[config.mk]
export PLATFORM = sky130hd
export DESIGN_NAME = alu_ctrl
export DESIGN_NICKNAME = d
export VERILOG_FILES = /design/src/rtl/alu_ctrl.sv
export SDC_FILE = /design/constraint.sdc
export NUM_CORES = 1
export LEC_CHECK = 0
export BUFFER_PORTS_ARGS = -buffer_cell sky130_fd_sc_hd__buf_2
export CAP_MARGIN = 5
export CORE_MARGIN = 3
export CORE_UTILIZATION = 55
export DETAILED_ROUTE_END_ITERATION = 8
export GPL_TIMING_DRIVEN = 0
export PLACE_DENSITY = 0.75
export SLEW_MARGIN = 20
export SYNTH_ARGS = -nofsm -noshare
export SYNTH_HDL_FRONTEND = slang
export SYNTH_SLANG_ARGS = --single-unit
[constraint.sdc]
create_clock -name clk -period 1.8 [get_ports clk]
set_input_delay 0.36 -clock clk [delete_from_list [all_inputs] [get_ports clk]]
set_output_delay 0.36 -clock clk [all_outputs]
set_load 0.03 [all_outputs]
[src/rtl/alu_ctrl.sv]
// alu_ctrl: execute controller sequencing an external 8-bit alu over a 4-entry register file.
// Define ALU_CTRL_ILLEGAL_TRAP_EN to trap opcodes 9-15 (illegal port) instead of retiring them as NOPs.
module alu_ctrl #(
  parameter int NREGS = 4,
  parameter int DW    = 8
) (
  input  logic          clk,
  input  logic          rst_n,
  input  logic          instr_valid,
  output logic          instr_ready,
  input  logic [11:0]   instr,
  input  logic [DW-1:0] imm,
  output logic [DW-1:0] alu_in0,
  output logic [DW-1:0] alu_in1,
  output logic [3:0]    alu_select,
  output logic [1:0]    alu_num_rotate,
  input  logic [DW-1:0] alu_out,
  output logic          done,
  output logic [DW-1:0] result,
  output logic          zero
`ifdef ALU_CTRL_ILLEGAL_TRAP_EN
  ,
  output logic          illegal
`endif
);
  typedef enum logic [1:0] {IDLE, EXEC, DONE, TRAP} state_e;
  state_e        state_q, state_d;
  logic [DW-1:0] rf_q [NREGS];
  logic [DW-1:0] rf_d [NREGS];
  logic [3:0]    op_q, op_d, sel_q, sel_d;
  logic [1:0]    rd_q, rd_d, nr_q, nr_d;
  logic [DW-1:0] imm_q, imm_d, in0_q, in0_d, in1_q, in1_d, result_q, result_d, wv;
  logic          zero_q, zero_d, accept;
  assign instr_ready    = (state_q == IDLE) || (state_q == DONE);
  assign done           = state_q == DONE;
  assign alu_in0        = in0_q;
  assign alu_in1        = in1_q;
  assign alu_select     = sel_q;
  assign alu_num_rotate = nr_q;
  assign result         = result_q;
  assign zero           = zero_q;
`ifdef ALU_CTRL_ILLEGAL_TRAP_EN
  assign illegal        = state_q == TRAP;
`endif
  always_comb begin
    accept   = instr_valid && instr_ready;
    wv       = (op_q == 4'd8) ? imm_q : alu_out;
    state_d  = state_q;
    rf_d     = rf_q;
    op_d     = op_q;
    rd_d     = rd_q;
    imm_d    = imm_q;
    in0_d    = in0_q;
    in1_d    = in1_q;
    sel_d    = sel_q;
    nr_d     = nr_q;
    result_d = result_q;
    zero_d   = zero_q;
    if (state_q == EXEC) begin
      state_d = DONE;
      if (op_q <= 4'd8) begin
        rf_d[rd_q] = wv;
        result_d   = wv;
        zero_d     = wv == '0;
      end
    end else if (state_q == DONE) begin
      state_d = IDLE;
    end
    // Only real alu opcodes (0-7) touch the alu ports; LDI and 9-15 leave them alone.
    if (accept) begin
      op_d  = instr[11:8];
      rd_d  = instr[7:6];
      imm_d = imm;
      if (!instr[11]) begin
        in0_d = rf_q[instr[5:4]];
        in1_d = rf_q[instr[3:2]];
        sel_d = instr[11:8];
        nr_d  = instr[1:0];
      end
`ifdef ALU_CTRL_ILLEGAL_TRAP_EN
      state_d = (instr[11] && instr[10:8] != 3'd0) ? TRAP : EXEC;
`else
      state_d = EXEC;
`endif
    end
  end
  always_ff @(posedge clk) begin
    if (!rst_n) begin
      state_q  <= IDLE;
      rf_q     <= '{default: '0};
      op_q     <= '0;
      rd_q     <= '0;
      imm_q    <= '0;
      in0_q    <= '0;
      in1_q    <= '0;
      sel_q    <= '0;
      nr_q     <= '0;
      result_q <= '0;
      zero_q   <= 1'b1;
    end else begin
      state_q  <= state_d;
      rf_q     <= rf_d;
      op_q     <= op_d;
      rd_q     <= rd_d;
      imm_q    <= imm_d;
      in0_q    <= in0_d;
      in1_q    <= in1_d;
      sel_q    <= sel_d;
      nr_q     <= nr_d;
      result_q <= result_d;
      zero_q   <= zero_d;
    end
  end
endmodule

Word level (Yosys, flattened, before mapping):

Cells that the tools add are included.

* word-level logic and storage cells: 51
* flip-flop bits (word level): 78

* reduce and logical (&&, ||, !) cells: 10
* muxes and demuxes: 13
* equality and inequality tests: 3
* bitwise operators: 5
* magnitude comparators: 5

Operator list (count)
* 8-bit two-way mux: 6
* 8-bit binary-select mux with 2-bit select: 2
* 32-bit bitwise mux: 1
* 8-bit demux with 2-bit select: 1
* 3-bit >= comparator (second input constant): 3
* 2-bit NOT with 3-bit output: 3
* 8-bit zero test: 1
* 4-bit equality test (second input constant): 1
* 4-bit less-or-equal comparator (second input constant): 1
* 2-bit two-way mux: 2
* 2-bit AND reduction: 2
* 3-bit by 1-bit < comparator with 1-bit output (second input constant): 1
* 3-bit nonzero test: 1
* 2-bit by 1-bit equality test with 1-bit output (second input constant): 1
* 2-bit equality test (second input constant): 1
* 1-bit logical AND: 2
* 2-bit zero test: 1
* 1-bit NOT: 2
* 2-bit nonzero test: 1
* 2-bit OR reduction: 1
* 1-bit logical OR: 1
* 1-bit two-way mux: 1

Logic depth before layout (Yosys ltp):

Gate-level depths: netlist of the first run.

* depth in word-level cells: 6
* mapped depth: 7
* mapped depth without buffers: 6

Worst setup path before layout of the first run:

No wires, ideal clock.

* path kind: register -> register
* start: register state_q[0]
* end: register sel_q[0] (netlist: alu_select[0])
* stages on the path, launching flop included: 8
* setup slack: 0.162 ns
* clock period less this slack: 1.638 ns
* data arrival time: 1.562 ns
* cells stage by stage: dfxtp_1 inv_1 ha_1 o21a_1 nand2b_1 clkbuf_1 nand2_1 a21boi_0

* word-level cells in the longest chain between the ends: 4
* elaborated cells between the ends (all ways): 5

Ends and longest elaborated chain
* start, declared: RTL line 27 `state_e state_q, state_d;`
* start signal, assigned: RTL line 101 `state_q <= state_d;`
* 2-bit equality test
* named net done: RTL line 18 `output logic done,`
* 1-bit logical OR: RTL line 34 `assign instr_ready = (state_q == IDLE) || (state_q == DONE);`
* 1-bit logical AND: RTL line 46 `accept = instr_valid && instr_ready;`
* 2-bit AND reduction (no line)
* end signal, assigned: RTL line 108 `sel_q <= sel_d;`
* end, declared: RTL line 30 `logic [3:0] op_q, op_d, sel_q, sel_d;`

The timed path passes the listed nets, and every way through them passes these cells.
A chain may end at the register's enable or synchronous reset.

Final worst setup path of the first run:

* start: register state_q[1]
* end: output instr_ready

* word-level cells in the longest chain between the ends: 2
* elaborated cells between the ends (all ways): 3

Ends and longest elaborated chain
* 2-bit equality test or 2-bit zero test (tied branches): RTL line 34
* 1-bit logical OR (*): RTL line 34
* end, declared: RTL line 10 `output logic instr_ready,`

Every way passes the cells marked *; elsewhere a longest branch is shown, timed or not.

==> results of run 1 <==
==> tightest hold or removal path: stages <==
cell and delay (ns):
sky130_fd_sc_hd__buf_2 0.09, sky130_fd_sc_hd__nand2_1 0.04, sky130_fd_sc_hd__a21boi_0 0.06
==> what timing repair did <==
action,in CTS,in global routing
pin swaps,0,1
setup endpoints to repair,3,32
gates resized for setup,5,15
==> cells in the final DEF, fill, tap and decap left out, drive strengths merged <==
cell and instances:
a31oi 1, conb 1, nor2b 2, nand2b 7, buf 75, mux4 16
o211a 6, a21boi 36, bufinv 1, o21ai 3, nand2 112, ha 3
clkinv 3, dfxtp 78, inv 3, clkinvlp 1, or3 1, nor4 2
nor3 1, o311ai 1, nand3b 2, nand3 1, clkbuf 17, mux2i 39
or2 1, o21a 2, mux2 3, or4 1, nor2 4, nor4b 1
nor3b 1, and3 1
==> per-layer routing <==
metal | GRT usage (%) | share of wire (%)
met1 | 29.7 | 44
met2 | 37.3 | 50
met3 | 3.71 | 4.3
met4 | 9.49 | 1.8
met5 | 0 | 0
==> power by group <==
group          leakage, nW  total, mW  switching (mW)  internal [mW]
Clock               0.0907       1.23           0.608          0.618
Sequential           0.635       1.85          0.0507           1.80
Combinational         1.20      0.548           0.318          0.230
Total                 1.92       3.62           0.977           2.65
==> worst max path at each step <==
| stage | from | to | slack (ns) | depth (start not counted) |
|---|---|---|---|---|
| global placement | state_q[0] | alu_select[0] | 0.06 | 7 |
| floorplan | state_q[0] | alu_select[0] | 0.16 | 7 |
| detailed placement | state_q[0] | imm_q[7] | 0.009 | 6 |
| finish | state_q[1] | instr_ready | 0.06 | 4 |
| CTS | state_q[0] | instr_ready | 0.03 | 4 |
| global route | state_q[1] | rd_q[0] | -0.02 | 6 |
==> registers in the layout (all words and copies together) (netlist names) <==
name            count
alu_in0             8
op_q                4
alu_select          3
rd_q                2
imm_q               8
alu_in1             8
rf_q               32
state_q             2
result              8
zero                1
alu_num_rotate      2
==> area by class of cell <==
cell class / count / area, um2
Sequential cell: 78 / 1560
Tap cell: 75 / 93.8
Clock buffer: 9 / 124
Clock inverter: 5 / 52.6
Buffer: 25 / 151
Multi-Input combinational cell: 248 / 1890
Fill cell: 489 / 1940
Timing Repair Buffer: 58 / 297
Inverter: 3 / 11.3
==> cell families (layout without fill, tap and decap cells) <==
kind of cell / after synthesis / count (layout) / share of synthesized area [%]
AND/OR/NAND/NOR: 137 / 137 / 18.1
buffers and inverters: 28 / 100 / 4.36
other: 1 / 1 / 0.105
adder cells (fa/ha/maj): 3 / 3 / 1.05
AO/OA/AOI/OAI: 49 / 49 / 10.8
flip-flops: 78 / 78 / 43.5
multiplexers: 58 / 58 / 22.1
==> flow_results.xml, run 1 <==
<?xml version="1.0" encoding="UTF-8"?>
<metrics>
  <group name="synth">
    <metric name="synthFlopType" unit="">sky130_fd_sc_hd__dfxtp_1</metric>
    <metric name="synth_cell_type_count" unit="">37</metric>
    <metric name="ys_ff_latch" unit="">78</metric>
    <metric name="ys_top_cells_by_count" unit="">109 x sky130_fd_sc_hd__nand2_1, 78 x sky130_fd_sc_hd__dfxtp_1, 39 x sky130_fd_sc_hd__mux2i_1, 24 x sky130_fd_sc_hd__a21boi_0, 16 x sky130_fd_sc_hd__mux4_2</metric>
    <metric name="synth.most_common_cell" unit="">sky130_fd_sc_hd__nand2_1</metric>
    <metric name="netlist_instances" unit="">354</metric>
    <metric name="synthDominantCellAreaShare" unit="%">43.5</metric>
    <metric name="postSynth.asyncResetShare" unit="%">0</metric>
    <metric name="synth.yosys.warnings" unit="">0</metric>
    <metric name="register_area_share_after_synthesis" unit="%">43.5</metric>
    <metric name="syn_avg_cell_area" unit="um2">10.1</metric>
    <metric name="synth_area" unit="um2">3590</metric>
    <metric name="top_cell_type_by_total_area_after_synthesis" unit="">sky130_fd_sc_hd__dfxtp_1</metric>
    <metric name="synth_nets" unit="">388</metric>
    <metric name="synth-edff-count" unit="">0</metric>
    <metric name="synth.area.top_cells" unit="">sky130_fd_sc_hd__dfxtp_1 44%, sky130_fd_sc_hd__nand2_1 11%, sky130_fd_sc_hd__mux2i_1 11%</metric>
  </group>
  <group name="layout">
    <metric name="layout.cells.non_filler" unit="">501</metric>
    <metric name="finish.utilization" unit="%">68.3</metric>
    <metric name="final_cell_area" unit="um2">4190</metric>
    <metric name="antenna_cells_inserted" unit="">0</metric>
    <metric name="final_nets" unit="">457</metric>
    <metric name="post_route_cells_drive_above_1_share" unit="%">31.5</metric>
    <metric name="syn_to_final_growth" unit="%">16.7</metric>
  </group>
  <group name="worst_setup_path">
    <metric name="cp.arrival" unit="ns">1.38</metric>
    <metric name="critical_path.n_buffers_inverters" unit="">2</metric>
    <metric name="critPathLaunchType" unit="">flip-flop</metric>
    <metric name="timing.critical_path.cells" unit="">inv_2 &gt; ha_4 &gt; or2_2 &gt; buf_6</metric>
    <metric name="worstReg2RegEnd" unit="">rd_q[0]</metric>
    <metric name="worstRegToRegCells" unit="">6</metric>
    <metric name="worstPathMaxFanout" unit="">3</metric>
    <metric name="worst_path_largest_cell_delay" unit="ns">0.37</metric>
    <metric name="slowest_stage" unit="">sky130_fd_sc_hd__dfxtp_2</metric>
    <metric name="critPathKind" unit="">reg2out</metric>
    <metric name="reg2reg_setup_slack" unit="ns">0.13</metric>
    <metric name="crit-reg2reg-launch" unit="">state_q[1]</metric>
    <metric name="path_delay_family" unit="">flip-flops</metric>
    <metric name="endpoint_class_of_the_critical_path" unit="">output port</metric>
    <metric name="worst-endpoint-required" unit="ns">1.44</metric>
  </group>
  <group name="hold_path">
    <metric name="hold_path_startpoint" unit="">imm[6]</metric>
    <metric name="hold_depth" unit="">3</metric>
    <metric name="hold_path_end" unit="">imm_q[6]</metric>
    <metric name="timing.hold.worst.class" unit="">in2reg</metric>
  </group>
  <group name="clock_tree">
    <metric name="tritoncts" unit="">yes</metric>
    <metric name="cts.htree.levels" unit="">3</metric>
    <metric name="clock_sink_count" unit="">78</metric>
    <metric name="cts_root_buffer" unit="">sky130_fd_sc_hd__clkbuf_8</metric>
    <metric name="post-cts-setup-buffer-count" unit="">0</metric>
    <metric name="cts_made_buffers" unit="">9</metric>
    <metric name="clock_latency" unit="ns">0.34</metric>
    <metric name="worst_setup_hold_path_clk_slew" unit="ns">0.08</metric>
    <metric name="cts.hold.buffers_added" unit="">0</metric>
    <metric name="clock_tree.buffer_depth" unit="">2</metric>
  </group>
  <group name="floorplanning">
    <metric name="core_area" unit="um2">6130</metric>
    <metric name="top_level_ports" unit="">64</metric>
    <metric name="floorplan.rows" unit="">28</metric>
    <metric name="fp.dieArea" unit="um2">7530</metric>
    <metric name="die_y" unit="um">86.8</metric>
    <metric name="start_util" unit="%">58.5</metric>
    <metric name="dieWidth" unit="um">86.8</metric>
  </group>
  <group name="detailed_routing">
    <metric name="postRouteWirelength" unit="mm">8.03</metric>
    <metric name="drc" unit="">0</metric>
    <metric name="routed_wire_length_per_instance" unit="um">16.0</metric>
    <metric name="vias" unit="">2716</metric>
    <metric name="drtAntennaViolNets" unit="">0</metric>
    <metric name="detailedRoute.firstPassIterationCount" unit="">4</metric>
    <metric name="drt-initial-drc-count" unit="">122</metric>
    <metric name="route.detailed.vias_per_inst" unit="">5.42</metric>
  </group>
  <group name="power_and_ir_drop">
    <metric name="finalPower" unit="mW">3.62</metric>
    <metric name="vdd_drop_max" unit="mV">0.655</metric>
    <metric name="p_leak" unit="nW">1.92</metric>
    <metric name="pwr_density_cell" unit="nW/um2">865</metric>
  </group>
  <group name="timing">
    <metric name="period_needed" unit="ns">1.74</metric>
    <metric name="number_of_hold_slack_violations_in_the_final_timing_report" unit="">0</metric>
    <metric name="postLayoutSetupSlackWorst" unit="ns">0.0582</metric>
    <metric name="timing.hold.ws" unit="ns">0.258</metric>
    <metric name="maxSlewHeadroom" unit="%">64.9</metric>
    <metric name="tns" unit="ns">0</metric>
    <metric name="timing.clock.skew" unit="ns">0.0101</metric>
    <metric name="worst_slew_pin_slew" unit="ns">0.526</metric>
    <metric name="fmaxAchievable" unit="MHz">574</metric>
    <metric name="drv_slew" unit="">0</metric>
    <metric name="min_period_over_period" unit="%">96.8</metric>
    <metric name="setup_violations" unit="">0</metric>
  </group>
  <group name="job">
    <metric name="timing.max_cap.violations" unit="">0</metric>
  </group>
  <group name="placement">
    <metric name="place_congestion" unit="">0.819</metric>
    <metric name="dpl_cell_area" unit="um2">3970</metric>
    <metric name="buffer_ports.inserted" unit="">58</metric>
    <metric name="dp.cells" unit="">487</metric>
    <metric name="post-dp-hpwl" unit="mm">5.98</metric>
    <metric name="worst_setup_slack_post_dpl" unit="ns">0.00944</metric>
  </group>
  <group name="global_route">
    <metric name="grt_first_pass_wirelength" unit="mm">13.2</metric>
    <metric name="global_route.usage.total" unit="%">22.7</metric>
    <metric name="grt_antenna_before_repair" unit="">0</metric>
    <metric name="grt_pass1_vias" unit="">2756</metric>
    <metric name="overflow" unit="">0</metric>
    <metric name="maximum_number_of_pins_on_one_net_before_global_route_repair" unit="">13</metric>
  </group>
  <group name="outcome">
    <metric name="status" unit="">finished clean</metric>
  </group>
</metrics>
(Power assumes the default switching activity.)
==> run 2: changes to the inputs <==
--- a/config.mk
+++ b/config.mk
@@ -8,10 +8,11 @@
 export BUFFER_PORTS_ARGS = -buffer_cell sky130_fd_sc_hd__buf_2
 export CAP_MARGIN = 5
 export CORE_MARGIN = 3
-export CORE_UTILIZATION = 55
+export CORE_UTILIZATION = 45
+export CTS_BUF_LIST = sky130_fd_sc_hd__clkbuf_4 sky130_fd_sc_hd__clkbuf_8 sky130_fd_sc_hd__clkbuf_16
 export DETAILED_ROUTE_END_ITERATION = 8
 export GPL_TIMING_DRIVEN = 0
-export PLACE_DENSITY = 0.75
+export PLACE_DENSITY = 0.63
 export SLEW_MARGIN = 20
 export SYNTH_ARGS = -nofsm -noshare
 export SYNTH_HDL_FRONTEND = slang
==> flow_results.xml, run 2 (synthesis gave the netlist of run 1 again) <==
<?xml version="1.0" encoding="UTF-8"?>
<metrics>
  <group name="outcome">
    <metric name="status" unit="">finished clean</metric>
  </group>
  <group name="detailed_routing">
    <metric name="detailedRoute.firstPassIterationCount" unit="">4</metric>
    <metric name="postRouteWirelength" unit="mm">8.27</metric>
    <metric name="drc" unit="">0</metric>
    <metric name="drt-initial-drc-count" unit="">66</metric>
    <metric name="routed_wire_length_per_instance" unit="um">15.7</metric>
    <metric name="drtAntennaViolNets" unit="">0</metric>
    <metric name="route.detailed.vias_per_inst" unit="">5.09</metric>
    <metric name="vias" unit="">2688</metric>
  </group>
  <group name="floorplanning">
    <metric name="core_area" unit="um2">7490</metric>
    <metric name="fp.dieArea" unit="um2">9080</metric>
    <metric name="die_y" unit="um">95.3</metric>
    <metric name="start_util" unit="%">47.9</metric>
    <metric name="dieWidth" unit="um">95.3</metric>
    <metric name="floorplan.rows" unit="">31</metric>
    <metric name="top_level_ports" unit="">64</metric>
  </group>
  <group name="clock_tree">
    <metric name="worst_setup_hold_path_clk_slew" unit="ns">0.08</metric>
    <metric name="cts_made_buffers" unit="">9</metric>
    <metric name="clock_latency" unit="ns">0.35</metric>
    <metric name="cts.hold.buffers_added" unit="">0</metric>
    <metric name="clock_sink_count" unit="">78</metric>
    <metric name="cts.htree.levels" unit="">3</metric>
    <metric name="tritoncts" unit="">yes</metric>
    <metric name="clock_tree.buffer_depth" unit="">2</metric>
    <metric name="cts_root_buffer" unit="">sky130_fd_sc_hd__clkbuf_8</metric>
  </group>
  <group name="layout">
    <metric name="mostFrequentLayoutCells" unit="">109 x sky130_fd_sc_hd__nand2_1, 76 x sky130_fd_sc_hd__dfxtp_1, 68 x sky130_fd_sc_hd__buf_2</metric>
    <metric name="layout.filler_cells" unit="">679</metric>
    <metric name="final_common_cell" unit="">sky130_fd_sc_hd__nand2_1</metric>
    <metric name="layout.cells.non_filler" unit="">528</metric>
    <metric name="regMostFlops" unit="">rf_q</metric>
    <metric name="number_of_flip_flops_in_the_largest_register" unit="">32</metric>
    <metric name="post_route_cells_drive_above_1_share" unit="%">31.7</metric>
    <metric name="syn_to_final_growth" unit="%">19.1</metric>
    <metric name="final_cell_area" unit="um2">4270</metric>
    <metric name="final_nets" unit="">458</metric>
    <metric name="antenna_cells_inserted" unit="">0</metric>
  </group>
  <group name="worst_setup_path">
    <metric name="cp.arrival" unit="ns">1.38</metric>
    <metric name="reg2reg_setup_slack" unit="ns">0.17</metric>
    <metric name="worstPathMaxFanout" unit="">3</metric>
    <metric name="critPathLaunchType" unit="">flip-flop</metric>
    <metric name="worst-endpoint-required" unit="ns">1.44</metric>
    <metric name="endpoint_class_of_the_critical_path" unit="">output port</metric>
    <metric name="worstRegToRegCells" unit="">6</metric>
    <metric name="worstReg2RegEnd" unit="">op_q[1]</metric>
    <metric name="critPathKind" unit="">reg2out</metric>
    <metric name="crit-reg2reg-launch" unit="">state_q[0]</metric>
  </group>
  <group name="timing">
    <metric name="timing.clock.skew" unit="ns">0.00862</metric>
    <metric name="setup_violations" unit="">0</metric>
    <metric name="fmaxAchievable" unit="MHz">573</metric>
    <metric name="maxSlewHeadroom" unit="%">63.8</metric>
    <metric name="worst_slew_pin_slew" unit="ns">0.543</metric>
    <metric name="min_period_over_period" unit="%">96.9</metric>
    <metric name="period_needed" unit="ns">1.74</metric>
    <metric name="timing.hold.ws" unit="ns">0.244</metric>
    <metric name="number_of_hold_slack_violations_in_the_final_timing_report" unit="">0</metric>
    <metric name="drv_slew" unit="">0</metric>
    <metric name="setup_repair_after_global_routing_missed_its_margin" unit="">no</metric>
  </group>
  <group name="global_route">
    <metric name="maximum_number_of_pins_on_one_net_before_global_route_repair" unit="">15</metric>
    <metric name="overflow" unit="">0</metric>
    <metric name="grt_first_pass_wirelength" unit="mm">13.3</metric>
    <metric name="grt_pass1_vias" unit="">2623</metric>
    <metric name="global_route.usage.total" unit="%">19.5</metric>
    <metric name="grt_antenna_before_repair" unit="">0</metric>
  </group>
  <group name="placement">
    <metric name="dp.cells" unit="">511</metric>
    <metric name="dpl_cell_area" unit="um2">4000</metric>
    <metric name="place_congestion" unit="">0.768</metric>
    <metric name="post-dp-hpwl" unit="mm">6.23</metric>
    <metric name="buffer_ports.inserted" unit="">58</metric>
  </group>
  <group name="power_and_ir_drop">
    <metric name="total_switching_power" unit="mW">1.04</metric>
    <metric name="vdd_drop_max" unit="mV">0.458</metric>
    <metric name="share_comb_of_total_power" unit="%">13.7</metric>
    <metric name="power.share.switching" unit="%">26.0</metric>
    <metric name="pwr_density_cell" unit="nW/um2">934</metric>
    <metric name="internal_power" unit="mW">2.96</metric>
    <metric name="seq_power_share" unit="%">46.3</metric>
    <metric name="p_leak" unit="nW">1.96</metric>
    <metric name="p_clk_share" unit="%">40.0</metric>
  </group>
  <group name="hold_path">
    <metric name="hold_depth" unit="">3</metric>
    <metric name="timing.hold.worst.class" unit="">in2reg</metric>
    <metric name="hold_path_startpoint" unit="">instr[1]</metric>
    <metric name="hold_path_end" unit="">alu_num_rotate[1]</metric>
  </group>
  <group name="job">
    <metric name="timing.max_cap.violations" unit="">0</metric>
  </group>
</metrics>
[run 2: layer usage]
layer | part of all wire, % | GRT usage [%] | wire length (um)
met1 | 47 | 24.8 | 3850
met2 | 48 | 32.0 | 3970
met3 | 4.1 | 5.29 | 341
met4 | 1.2 | 6.61 | 102
met5 | 0 | 0 | 0
[run 2: timing repair]
item                       in CTS  in global routing
setup endpoints to repair      10                 31
buffers inserted                0                  1
resized for setup               5                 12
[run 2: worst max path at each step]
stage	startpoint	endpoint	cells past startpoint
CTS	state_q[0]	op_q[1]	6
global route	state_q[1]	instr_ready	4
floorplan	state_q[0]	alu_select[0]	7
global placement	state_q[0]	alu_select[1]	7
detailed placement	state_q[0]	op_q[1]	6
finish	state_q[0]	instr_ready	4
[run 2: stage by stage]
step | total power, mW | utilization [%] | worst slack [ns] | setup TNS [ns]
2_1_floorplan | 2.27 | - | 0.162 | 0
3_3_place_gp | 2.42 | 53.5 | 0.0530 | 0
3_5_place_dp | 2.43 | 53.5 | -0.0312 | -0.0312
4_1_cts | 4.03 | 56.9 | 0.000478 | 0
5_1_grt | 4.16 | 57.1 | 0.00982 | 0
6_report | 3.99 | 57.1 | 0.0562 | 0
[run 2: layout make-up]
| type | instances | area, um2 | area share, % |
|---|---|---|---|
| clock inverters | 7 | 121 | 2.84 |
| inverters | 3 | 11.3 | 0.263 |
| well taps | 99 | 124 | 2.90 |
| repair buffers | 59 | 304 | 7.11 |
| plain buffers | 25 | 151 | 3.54 |
| flip-flops and latches | 78 | 1560 | 36.6 |
| multi-input cells | 248 | 1870 | 43.9 |
| clock buffers | 9 | 124 | 2.90 |
[run 2: worst max-delay path, stage by stage, from the launching register on]
cell and delay [ns]:
sky130_fd_sc_hd__dfxtp_2 0.35, sky130_fd_sc_hd__inv_2 0.05, sky130_fd_sc_hd__ha_2 0.19, sky130_fd_sc_hd__or2_2 0.30, sky130_fd_sc_hd__buf_6 0.14
[run 2: power by group through the flow]
stage               Sequential [mW]  Clock [mW]  Combinational [mW]
floorplan                      1.93           0               0.332
global placement               1.88           0               0.535
detailed placement             1.89           0               0.541
CTS                            1.85        1.63               0.548
global route                   1.86        1.71               0.597
finish                         1.85        1.60               0.547
==> run 3: changes to the inputs <==
--- a/config.mk
+++ b/config.mk
@@ -12,7 +12,7 @@
 export CTS_BUF_LIST = sky130_fd_sc_hd__clkbuf_4 sky130_fd_sc_hd__clkbuf_8 sky130_fd_sc_hd__clkbuf_16
 export DETAILED_ROUTE_END_ITERATION = 8
 export GPL_TIMING_DRIVEN = 0
-export PLACE_DENSITY = 0.63
+export PLACE_DENSITY = 0.65
 export SLEW_MARGIN = 20
 export SYNTH_ARGS = -nofsm -noshare
 export SYNTH_HDL_FRONTEND = slang
==> constraint.sdc (replaced) <==
create_clock -name clk -period 1.55 [get_ports clk]
set_input_delay 0.31 -clock clk [delete_from_list [all_inputs] [get_ports clk]]
set_output_delay 0.31 -clock clk [all_outputs]
set_load 0.03 [all_outputs]
==> flow_results.xml, run 3 (synthesis gave the netlist of run 1 again) <==
<?xml version="1.0" encoding="UTF-8"?>
<metrics>
  <group name="outcome">
    <metric name="status" unit="">finished with violations</metric>
    <metric name="failed_checks" unit="">setup timing</metric>
  </group>
  <group name="global_route">
    <metric name="grt_pass1_vias" unit="">2726</metric>
    <metric name="grt_first_pass_wirelength" unit="mm">13.6</metric>
    <metric name="maximum_number_of_pins_on_one_net_before_global_route_repair" unit="">14</metric>
    <metric name="overflow" unit="">0</metric>
    <metric name="grt_antenna_before_repair" unit="">0</metric>
    <metric name="global_route.usage.total" unit="%">19.8</metric>
  </group>
  <group name="floorplanning">
    <metric name="top_level_ports" unit="">64</metric>
    <metric name="core_area" unit="um2">7490</metric>
    <metric name="die_y" unit="um">95.3</metric>
    <metric name="dieWidth" unit="um">95.3</metric>
    <metric name="start_util" unit="%">47.9</metric>
    <metric name="floorplan.rows" unit="">31</metric>
    <metric name="fp.dieArea" unit="um2">9080</metric>
  </group>
  <group name="timing">
    <metric name="number_of_hold_slack_violations_in_the_final_timing_report" unit="">0</metric>
    <metric name="drv_slew" unit="">0</metric>
    <metric name="postLayoutSetupSlackWorst" unit="ns">-0.0957</metric>
    <metric name="timing.clock.skew" unit="ns">0.0143</metric>
    <metric name="setup_violations" unit="">29</metric>
    <metric name="tns" unit="ns">-0.688</metric>
    <metric name="setup_repair_after_global_routing_missed_its_margin" unit="">yes</metric>
    <metric name="maxSlewHeadroom" unit="%">65.2</metric>
    <metric name="fmaxAchievable" unit="MHz">608</metric>
    <metric name="min_period_over_period" unit="%">106</metric>
    <metric name="period_needed" unit="ns">1.65</metric>
    <metric name="timing.hold.ws" unit="ns">0.185</metric>
    <metric name="worst_slew_pin_slew" unit="ns">0.522</metric>
  </group>
  <group name="detailed_routing">
    <metric name="vias" unit="">2722</metric>
    <metric name="detailedRoute.firstPassIterationCount" unit="">4</metric>
    <metric name="drtAntennaViolNets" unit="">0</metric>
    <metric name="drc" unit="">0</metric>
    <metric name="route.detailed.vias_per_inst" unit="">5.10</metric>
    <metric name="routed_wire_length_per_instance" unit="um">15.7</metric>
    <metric name="drt-initial-drc-count" unit="">90</metric>
    <metric name="postRouteWirelength" unit="mm">8.41</metric>
  </group>
  <group name="clock_tree">
    <metric name="clock_tree.buffer_depth" unit="">2</metric>
    <metric name="worst_setup_hold_path_clk_slew" unit="ns">0.09</metric>
    <metric name="clock_latency" unit="ns">0.35</metric>
    <metric name="cts_made_buffers" unit="">9</metric>
    <metric name="cts.htree.levels" unit="">3</metric>
    <metric name="cts_root_buffer" unit="">sky130_fd_sc_hd__clkbuf_8</metric>
    <metric name="tritoncts" unit="">yes</metric>
    <metric name="clock_sink_count" unit="">78</metric>
  </group>
  <group name="power_and_ir_drop">
    <metric name="vdd_drop_max" unit="mV">0.577</metric>
    <metric name="finalPower" unit="mW">4.37</metric>
    <metric name="pwr_density_cell" unit="nW/um2">986</metric>
    <metric name="p_leak" unit="nW">2.01</metric>
  </group>
  <group name="placement">
    <metric name="buffer_ports.inserted" unit="">58</metric>
    <metric name="dpl_cell_area" unit="um2">4010</metric>
    <metric name="dp.cells" unit="">511</metric>
    <metric name="post-dp-hpwl" unit="mm">6.03</metric>
    <metric name="place_congestion" unit="">0.828</metric>
    <metric name="worst_setup_slack_post_dpl" unit="ns">-0.228</metric>
  </group>
  <group name="worst_setup_path">
    <metric name="critPathLaunchType" unit="">flip-flop</metric>
    <metric name="cp.arrival" unit="ns">1.34</metric>
    <metric name="worst-endpoint-required" unit="ns">1.24</metric>
    <metric name="worstPathMaxFanout" unit="">3</metric>
    <metric name="endpoint_class_of_the_critical_path" unit="">output port</metric>
    <metric name="critPathKind" unit="">reg2out</metric>
  </group>
  <group name="layout">
    <metric name="final_common_cell" unit="">sky130_fd_sc_hd__nand2_1</metric>
    <metric name="layout.filler_cells" unit="">637</metric>
    <metric name="post_route_cells_drive_above_1_share" unit="%">36.1</metric>
    <metric name="layout.cells.non_filler" unit="">534</metric>
    <metric name="finish.utilization" unit="%">59.2</metric>
    <metric name="regMostFlops" unit="">rf_q</metric>
    <metric name="number_of_flip_flops_in_the_largest_register" unit="">32</metric>
    <metric name="mostFrequentLayoutCells" unit="">108 x sky130_fd_sc_hd__nand2_1, 73 x sky130_fd_sc_hd__dfxtp_1, 65 x sky130_fd_sc_hd__buf_2</metric>
    <metric name="final_cell_area" unit="um2">4430</metric>
    <metric name="syn_to_final_growth" unit="%">23.6</metric>
    <metric name="final_nets" unit="">465</metric>
    <metric name="antenna_cells_inserted" unit="">0</metric>
  </group>
  <group name="job">
    <metric name="timing.max_cap.violations" unit="">0</metric>
  </group>
  <group name="hold_path">
    <metric name="timing.hold.worst.class" unit="">in2reg</metric>
  </group>
</metrics>
-- run 3: changes by cell type in the layout (fill, tap and decap cells not counted), moves of 3 or more --
cell / change
sky130_fd_sc_hd__buf_2: -3
sky130_fd_sc_hd__buf_4: +8
sky130_fd_sc_hd__clkbuf_2: -3
sky130_fd_sc_hd__clkbuf_4: +3
sky130_fd_sc_hd__clkinvlp_4: +3
sky130_fd_sc_hd__dfxtp_1: -3
sky130_fd_sc_hd__mux2i_1: -5
sky130_fd_sc_hd__mux2i_4: +3
sky130_fd_sc_hd__nand2_4: +3
-- run 3: path summary, 6_finish.rpt --
kind	endpoint	slack (ns)	depth (start not counted)	startpoint
min	alu_num_rotate[1]	0.18	3	instr[1]
min reg2reg	alu_in1[0]	0.45	2	alu_in1[0]
max reg2reg	rf_q[26]	-0.05	5	op_q[1]
max	instr_ready	-0.1	4	state_q[0]
-- run 3: layout make-up --
class	count	area, um2	area share, %
repair buffers	66	367	8.27
flip-flops and latches	78	1570	35.4
clock buffers	10	131	2.96
multi-input cells	248	2000	45.0
inverters	3	13.8	0.310
well taps	99	124	2.79
clock inverters	5	61.3	1.38
plain buffers	25	171	3.87
-- run 3: critical path: stages (launching register included) --
cell and delay [ns]:
sky130_fd_sc_hd__dfxtp_2 0.38, sky130_fd_sc_hd__inv_4 0.06, sky130_fd_sc_hd__ha_4 0.17, sky130_fd_sc_hd__or2_4 0.24
sky130_fd_sc_hd__buf_6 0.14
-- run 3: power breakdown --
group | internal [mW] | switching [mW]
logic | 0.320 | 0.395
registers | 2.09 | 0.0670
clock network | 0.755 | 0.747
total | 3.16 | 1.21
-- run 3: metal layers --
| metal | up-vias | wire length, um | GRT usage, % |
|---|---|---|---|
| met4 | 0 | 104 | 5.89 |
| met2 | 57 | 4030 | 32.2 |
| met1 | 1293 | 3880 | 25.6 |
| li1 | 1364 | - | - |
| met5 | - | 0 | 0 |
| met3 | 8 | 388 | 5.68 |
-- run 3: timing repair --
action / 4_1_cts / 5_1_grt
endpoints found under the setup margin: 64 / 75
hold endpoints to repair: 0 / 0
pin swaps: 6 / 6
setup buffers: 6 / 1
resized for setup: 34 / 23
hold buffers: 0 / 0
gates cloned: 1 / 0
